<file path="config.mk">
export PLATFORM = sky130hd
export DESIGN_NAME = sid_write_monitor_flat
export DESIGN_NICKNAME = d
export VERILOG_FILES = /design/src/rtl/sid_pkg.sv /design/src/rtl/sid_write_monitor_if.sv /design/src/rtl/sync_fifo.sv /design/src/rtl/sid_write_monitor.sv /design/src/flat_wrapper.sv
export SDC_FILE = /design/constraint.sdc
export NUM_CORES = 1
export LEC_CHECK = 0
export CAP_MARGIN = 20
export CORE_MARGIN = 3
export CORE_UTILIZATION = 36
export DETAILED_ROUTE_END_ITERATION = 7
export DONT_BUFFER_PORTS = 1
export PLACE_DENSITY = 0.58
export REMOVE_ABC_BUFFERS = 1
export SLEW_MARGIN = 5
export SYNTH_ARGS = -nofsm -noshare
export SYNTH_HDL_FRONTEND = slang
export SYNTH_SLANG_ARGS = --single-unit
</file>
<file path="constraint.sdc">
create_clock -name clk_1k -period 6.5 [get_ports clk_1k]
set_input_delay 1.3 -clock clk_1k [delete_from_list [all_inputs] [get_ports clk_1k]]
set_output_delay 1.3 -clock clk_1k [all_outputs]
set_load 0.05 [all_outputs]
</file>
<file path="src/rtl/sid_pkg.sv">
// rtl/sid_pkg.sv - SID register map constants and write-event type
package sid_pkg;

    localparam int NUM_SID_REGS = 25;

    localparam logic [4:0] FREQ_LO_V1   = 5'h00;
    localparam logic [4:0] CTRL_V1      = 5'h04;
    localparam logic [4:0] AD_V1        = 5'h05;
    localparam logic [4:0] SR_V1        = 5'h06;
    localparam logic [4:0] VOICE_STRIDE = 5'h07;
    localparam logic [4:0] MODE_VOL     = 5'h18;

    typedef struct packed {
        logic [4:0] addr;
        logic [7:0] data;
    } sid_write_t;

    // Control register address of voice 0..2
    function automatic logic [4:0] ctrl_addr(input logic [1:0] voice);
        return CTRL_V1 + VOICE_STRIDE * {3'b000, voice};
    endfunction

endpackage

</file>
<file path="src/rtl/sid_write_monitor_if.sv">
// rtl/sid_write_monitor_if.sv - SID write bus plus event-log stream
interface sid_write_monitor_if;

    logic [4:0]  bus_addr;
    logic [7:0]  bus_data;
    logic        bus_n_cs;
    logic        bus_rw;
    logic [12:0] log_tdata;
    logic        log_tvalid;
    logic        log_tready;

    modport master (
        output bus_addr, bus_data, bus_n_cs, bus_rw, log_tready,
        input  log_tdata, log_tvalid
    );

    modport slave (
        input  bus_addr, bus_data, bus_n_cs, bus_rw, log_tready,
        output log_tdata, log_tvalid
    );

endinterface

</file>
<file path="src/rtl/sync_fifo.sv">
// rtl/sync_fifo.sv - show-ahead synchronous FIFO with occupancy count
module sync_fifo #(
    parameter  int WIDTH = 13,
    parameter  int DEPTH = 8,
    localparam int CW    = $clog2(DEPTH + 1)
) (
    input  logic             clk_1k,
    input  logic             n_reset,
    input  logic             push,
    input  logic [WIDTH-1:0] push_data,
    input  logic             pop,
    output logic [WIDTH-1:0] head,
    output logic [CW-1:0]    count,
    output logic             full,
    output logic             empty
);

    localparam int AW = $clog2(DEPTH);

    logic [WIDTH-1:0] mem [DEPTH];
    logic [AW-1:0]    wr_ptr;
    logic [AW-1:0]    rd_ptr;
    logic             do_push;
    logic             do_pop;

    assign full    = (count == CW'(DEPTH));
    assign empty   = (count == '0);
    assign do_pop  = pop & ~empty;
    // A pop in the same cycle frees the slot, so a full FIFO still accepts
    assign do_push = push & (~full | do_pop);
    assign head    = mem[rd_ptr];

    always_ff @(posedge clk_1k) begin
        if (do_push) begin
            mem[wr_ptr] <= push_data;
        end
    end

    always_ff @(posedge clk_1k) begin
        if (!n_reset) begin
            wr_ptr <= '0;
            rd_ptr <= '0;
            count  <= '0;
        end else begin
            if (do_push) wr_ptr <= wr_ptr + 1'b1;
            if (do_pop)  rd_ptr <= rd_ptr + 1'b1;
            case ({do_push, do_pop})
                2'b10:   count <= count + 1'b1;
                2'b01:   count <= count - 1'b1;
                default: count <= count;
            endcase
        end
    end

endmodule

</file>
<file path="src/rtl/sid_write_monitor.sv">
// rtl/sid_write_monitor.sv - SID write shadow and event log; SID_WRITE_MONITOR_GATE_COUNT_EN adds gate_count
module sid_write_monitor
    import sid_pkg::*;
#(
    parameter  int LOG_DEPTH = 8,
    parameter  int NUM_REGS  = NUM_SID_REGS,
    localparam int CW        = $clog2(LOG_DEPTH + 1)
) (
    input  logic                  clk_1k,
    input  logic                  n_reset,
    sid_write_monitor_if.slave    bus,
    input  logic [4:0]            rd_addr,
    output logic [7:0]            rd_data,
    output logic [CW-1:0]         log_count,
    output logic                  overflow,
    output logic                  bad_addr,
    input  logic                  clr_flags
`ifdef SID_WRITE_MONITOR_GATE_COUNT_EN
    ,
    output logic [23:0]           gate_count
`endif
);

    logic [7:0] shadow [NUM_REGS];
    sid_write_t ev;
    logic       wr;
    logic       legal;
    logic       pop;
    logic       full;
    logic       empty;

    assign wr    = ~bus.bus_n_cs & ~bus.bus_rw;
    assign legal = int'(bus.bus_addr) < NUM_REGS;
    assign ev    = '{addr: bus.bus_addr, data: bus.bus_data};
    assign pop   = ~empty & bus.log_tready;

    assign bus.log_tvalid = ~empty;

    sync_fifo #(
        .WIDTH ($bits(sid_write_t)),
        .DEPTH (LOG_DEPTH)
    ) u_log_fifo (
        .clk_1k    (clk_1k),
        .n_reset   (n_reset),
        .push      (wr),
        .push_data (ev),
        .pop       (bus.log_tready),
        .head      (bus.log_tdata),
        .count     (log_count),
        .full      (full),
        .empty     (empty)
    );

    always_ff @(posedge clk_1k) begin
        if (!n_reset) begin
            for (int i = 0; i < NUM_REGS; i++) shadow[i] <= 8'h00;
        end else if (wr && legal) begin
            shadow[bus.bus_addr] <= bus.bus_data;
        end
    end

    // Registered read sees the pre-write value on a same-cycle collision
    always_ff @(posedge clk_1k) begin
        if (!n_reset) begin
            rd_data <= 8'h00;
        end else if (int'(rd_addr) < NUM_REGS) begin
            rd_data <= shadow[rd_addr];
        end else begin
            rd_data <= 8'h00;
        end
    end

    // Set beats clear so a flag raised in the clearing cycle is not lost
    always_ff @(posedge clk_1k) begin
        if (!n_reset) begin
            overflow <= 1'b0;
            bad_addr <= 1'b0;
        end else begin
            if (wr && full && !pop) overflow <= 1'b1;
            else if (clr_flags)     overflow <= 1'b0;
            if (wr && !legal)       bad_addr <= 1'b1;
            else if (clr_flags)     bad_addr <= 1'b0;
        end
    end

`ifdef SID_WRITE_MONITOR_GATE_COUNT_EN
    for (genvar v = 0; v < 3; v++) begin : g_gate
        localparam logic [4:0] CA = ctrl_addr(2'(v));
        logic [7:0] cnt;

        always_ff @(posedge clk_1k) begin
            if (!n_reset) begin
                cnt <= 8'h00;
            end else if (wr && bus.bus_addr == CA && bus.bus_data[0] && !shadow[CA][0]) begin
                cnt <= cnt + 8'd1;
            end
        end

        assign gate_count[8*v +: 8] = cnt;
    end
`endif

endmodule

</file>
<file path="src/flat_wrapper.sv">
// flat-port wrapper written by rule: the top's interface ports become plain ports
module sid_write_monitor_flat import sid_pkg::*;
#(
    parameter  int LOG_DEPTH = 8,
    parameter  int NUM_REGS  = NUM_SID_REGS,
    localparam int CW        = $clog2(LOG_DEPTH + 1)
)
  (clk_1k, n_reset, rd_addr, rd_data, log_count, overflow, bad_addr, clr_flags, bus_bus_addr, bus_bus_data, bus_bus_n_cs, bus_bus_rw, bus_log_tready, bus_log_tdata, bus_log_tvalid);
  sid_write_monitor_if bus_i ();
  input  logic clk_1k;
  input  logic n_reset;
  input  logic [4:0] rd_addr;
  output logic [7:0] rd_data;
  output logic [CW-1:0] log_count;
  output logic overflow;
  output logic bad_addr;
  input  logic clr_flags;
  input wire logic [$bits(bus_i.bus_addr)-1:0] bus_bus_addr;
  input wire logic [$bits(bus_i.bus_data)-1:0] bus_bus_data;
  input wire logic [$bits(bus_i.bus_n_cs)-1:0] bus_bus_n_cs;
  input wire logic [$bits(bus_i.bus_rw)-1:0] bus_bus_rw;
  input wire logic [$bits(bus_i.log_tready)-1:0] bus_log_tready;
  output wire logic [$bits(bus_i.log_tdata)-1:0] bus_log_tdata;
  output wire logic [$bits(bus_i.log_tvalid)-1:0] bus_log_tvalid;
  assign bus_i.bus_addr = bus_bus_addr;
  assign bus_i.bus_data = bus_bus_data;
  assign bus_i.bus_n_cs = bus_bus_n_cs;
  assign bus_i.bus_rw = bus_bus_rw;
  assign bus_i.log_tready = bus_log_tready;
  assign bus_log_tdata = bus_i.log_tdata;
  assign bus_log_tvalid = bus_i.log_tvalid;
  sid_write_monitor #(.LOG_DEPTH(LOG_DEPTH), .NUM_REGS(NUM_REGS)) u_core (.clk_1k(clk_1k), .n_reset(n_reset), .bus(bus_i), .rd_addr(rd_addr), .rd_data(rd_data), .log_count(log_count), .overflow(overflow), .bad_addr(bad_addr), .clr_flags(clr_flags));
endmodule
</file>
==> impl_results.md <==
* Outcome: finished clean
* EDFF count, synth at 322
* Via Count at 7,575
* Max Transition Viols Final at 0
* Number of H-tree branching levels at 2
* Startpoint kind of the worst setup timing path: flop
* Post-layout instance area at 0.0167 mm2
* CTS tree: yes
* Flops & latches, synth at 345
* First-pass DRT Iterations at 5
* Clk_skew at 0.0286 ns
* Final setup violation count at 0
* Mean area per synthesized cell at 16.5 um2
* CTS buffer count at 37
* Layout cell share with drive strength beyond 1 at 21.5%
* Setup WS post-layout at 2.68 ns
* RSZ-0062 raised after global routing: false
* Clock transition at the registers of the reported paths at 0.06 ns
* Placeable Area at 0.0404 mm2
* Number of DRC markers after the initial detailed-route iteration at 670
* Commonest non-fill, non-tap cells in the layout: 322 x sky130_fd_sc_hd__edfxtp_1, 206 x sky130_fd_sc_hd__and2_1, 76 x sky130_fd_sc_hd__mux4_2, 37 x sky130_fd_sc_hd__clkbuf_16, 31 x sky130_fd_sc_hd__o21ai_0
* Largest cells by area after synthesis: sky130_fd_sc_hd__edfxtp_1 65%, sky130_fd_sc_hd__mux4_2 11%, sky130_fd_sc_hd__and2_1 8.6%
* Shortest clock period the worst path allows after layout at 3.82 ns
* Peak VDD IR at 0.278 mV
* Synthesized instance count at 902
* # DRC at 0
* Fill cell total of the finished layout at 3,621
* Period utilization at 58.8%
* Routed Antenna Nets at 0
* Setup repair bufs after CTS at 0
* Critical Path AT at 2.52 ns
* Worst hold-check slack at 0.505 ns
* Crit Path Max Fanout at 26
* Slew of the pin with the lowest slew margin at 1.05 ns
* Via count of the first global-routing pass at 7,868
* Data required time at the worst endpoint at 5.20 ns
* Global-route wire length before repair at 49.5 mm
* Type of the tightest min-delay check: reg -> reg
* Clock root cell: sky130_fd_sc_hd__clkbuf_16
* Synthesis-to-finish area growth at 12.2%
* Width of the chip at 210 um
* Cell area after synthesis at 0.0149 mm2
* Area enclosed by the die boundary at 0.0439 mm2
* Clk_lat worst skew at 0.54 ns
* Worst setup EP type: primary output
* Final hold violation count at 0
* IO Pins at 52
* Half-perimeter wire length after detailed placement at 20.7 mm
* Cell area power density at 317 mW/mm2
* Sum of negative setup slack at 0 ns
* Die Height at 210 um
* Initial Util at 37.0%
* CTS Hold Bufs at 0
* Leak Pwr at 0.00554 uW
* Wire length per cell after detailed routing at 22.2 um
* Share of the synthesized area in the top cell type at 64.8%
* Worst-case headroom to the max-slew limit at 29.1%
* Largest net degree at the start of global routing at 52
* Max-cap check violation count at 0
* Share of synthesized area occupied by flip-flops and latches at 67.9%
* Number of inserted diodes at 0
* Synth warnings at 0
* Commonest register cell after synthesis: sky130_fd_sc_hd__edfxtp_1
* Grt ovf at 0
* Fmax at 262 MHz
* Worst-case setup slack after placement at 2.62 ns
* Global routing usage summed across all routing layers at 14.9%
* Post-DR vias/cell at 5.14
* Worst setup path category: reg -> out
* Proportion of register bits with asynchronous set or reset after synthesis at 0%
* Port-buffer cells at 0
* Net total in the final layout at 952
* Count of unique library cells instantiated by Yosys at 47
* Buffer depth of the longest clock path at 3
* Placed cell areas at 0.0155 mm2
* Yosys top cell by area: sky130_fd_sc_hd__edfxtp_1
* Initial antenna violation count at 1
* Clock Sinks at 345
* Total Wirelength at 32.7 mm
* Leading cell type in the layout, fill and taps excluded: sky130_fd_sc_hd__edfxtp_1
* PostCTS Resize Cnt at 0
* Global placer's final weighted congestion at 0.763
* Number of cell rows at 73
==> stage by stage <==
step / std cells / utilization, % / power [uW]
detailed placement: 1398 / 38.3 / 3260
global route: 1473 / 41.5 / 5490
CTS: 1460 / 41.3 / 5350
global placement: 1398 / 38.3 / 3250
floorplan: 864 / - / 3140
finish: 1473 / 41.5 / 5300
==> synth_stat cells, types with 2 or more instances <==
cell type	n
sky130_fd_sc_hd__a21oi_1	10
sky130_fd_sc_hd__a211oi_1	4
sky130_fd_sc_hd__o22ai_1	3
sky130_fd_sc_hd__a31oi_1	3
sky130_fd_sc_hd__ha_1	3
sky130_fd_sc_hd__nor2_8	2
sky130_fd_sc_hd__o21ai_0	31
sky130_fd_sc_hd__nor3_1	8
sky130_fd_sc_hd__buf_2	12
sky130_fd_sc_hd__a2111oi_0	2
sky130_fd_sc_hd__nand3b_1	3
sky130_fd_sc_hd__xor2_1	2
sky130_fd_sc_hd__dfxtp_1	23
sky130_fd_sc_hd__nor2b_1	12
sky130_fd_sc_hd__nand4b_1	3
sky130_fd_sc_hd__xnor2_1	5
sky130_fd_sc_hd__or3_1	2
sky130_fd_sc_hd__nand3_1	4
sky130_fd_sc_hd__edfxtp_1	322
sky130_fd_sc_hd__o221ai_1	6
sky130_fd_sc_hd__nor2_2	7
sky130_fd_sc_hd__nor2_1	22
sky130_fd_sc_hd__o32ai_1	2
sky130_fd_sc_hd__or3b_2	2
sky130_fd_sc_hd__buf_6	3
sky130_fd_sc_hd__clkbuf_1	34
sky130_fd_sc_hd__nand2b_1	8
sky130_fd_sc_hd__mux2i_1	10
sky130_fd_sc_hd__buf_1	2
sky130_fd_sc_hd__buf_4	4
sky130_fd_sc_hd__a21boi_0	3
sky130_fd_sc_hd__mux4_2	76
sky130_fd_sc_hd__nor4_1	2
sky130_fd_sc_hd__and2_1	206
sky130_fd_sc_hd__nand2_1	21
sky130_fd_sc_hd__mux2_2	29
==> area by class of cell <==
class,count,area (um2),area share [%]
multi-input combinational,518,4620,27.6
clock buffer,41,941,5.62
tap,525,657,3.92
sequential,345,10100,60.5
clock inverter,21,258,1.54
timing repair buffer,22,135,0.807
inverter,1,3.75,0.0224
==> final timing paths <==
path	startpoint	endpoint	slack [ns]	cells past startpoint
worst max-delay path	flop	bus_log_tdata[1]	2.68	2
worst min-delay path	u_core.u_log_fifo.rd_ptr[1]	u_core.u_log_fifo.rd_ptr[1]	0.50	2
worst max register to register	u_core.u_log_fifo.count[0]	u_core.u_log_fifo.mem[0][9]	3.77	5
worst min register to register	u_core.u_log_fifo.rd_ptr[1]	u_core.u_log_fifo.rd_ptr[1]	0.50	2
==> sequential cells by signal, summed over array words and instances (netlist names), named ones only <==
name	flops
u_core.shadow	218
u_core.u_log_fifo.mem	104
u_core.rd_data	8
u_core.u_log_fifo.count	4
u_core.u_log_fifo.rd_ptr	3
u_core.u_log_fifo.wr_ptr	3
u_core.bad_addr	1
u_core.overflow	1
==> layer usage <==
metal / global-route usage, % / vias to the layer above / part of all wire (%) / wire length (um)
met5: 0 / - / 0 / 0
met3: 3.75 / 46 / 7.3 / 2380
met4: 3.56 / 0 / 1.7 / 560
met2: 23.6 / 216 / 47 / 15300
li1: - / 3459 / - / -
met1: 20.8 / 3854 / 44 / 14500
==> cells by family (layout without fill, tap and decap cells) <==
family / after synthesis / after routing / share of synthesized area (%)
DFF: 345 / 345 / 67.9
AOI/OAI and AO/OA: 66 / 66 / 2.73
xor gates and xnor gates: 7 / 7 / 0.411
and+or+nand+nor: 309 / 309 / 12.6
adders and majority gates: 3 / 3 / 0.252
other: 1 / 18 / 0.0251
muxes: 115 / 115 / 14.3
buffers and inverters: 56 / 85 / 1.76
==> power breakdown <==
part / leakage (uW) / switching, uW / internal (uW)
Combinational: 0.00176 / 288 / 242
Clock: 0.000577 / 854 / 1240
Sequential: 0.00320 / 143 / 2530
Total: 0.00554 / 1290 / 4020
==> worst max-delay path: stages, from the launching register on <==
cell	delay, ns
sky130_fd_sc_hd__dfxtp_2	0.95
sky130_fd_sc_hd__mux4_2	0.61
sky130_fd_sc_hd__mux2_2	0.41
(Power assumes the default switching activity.)
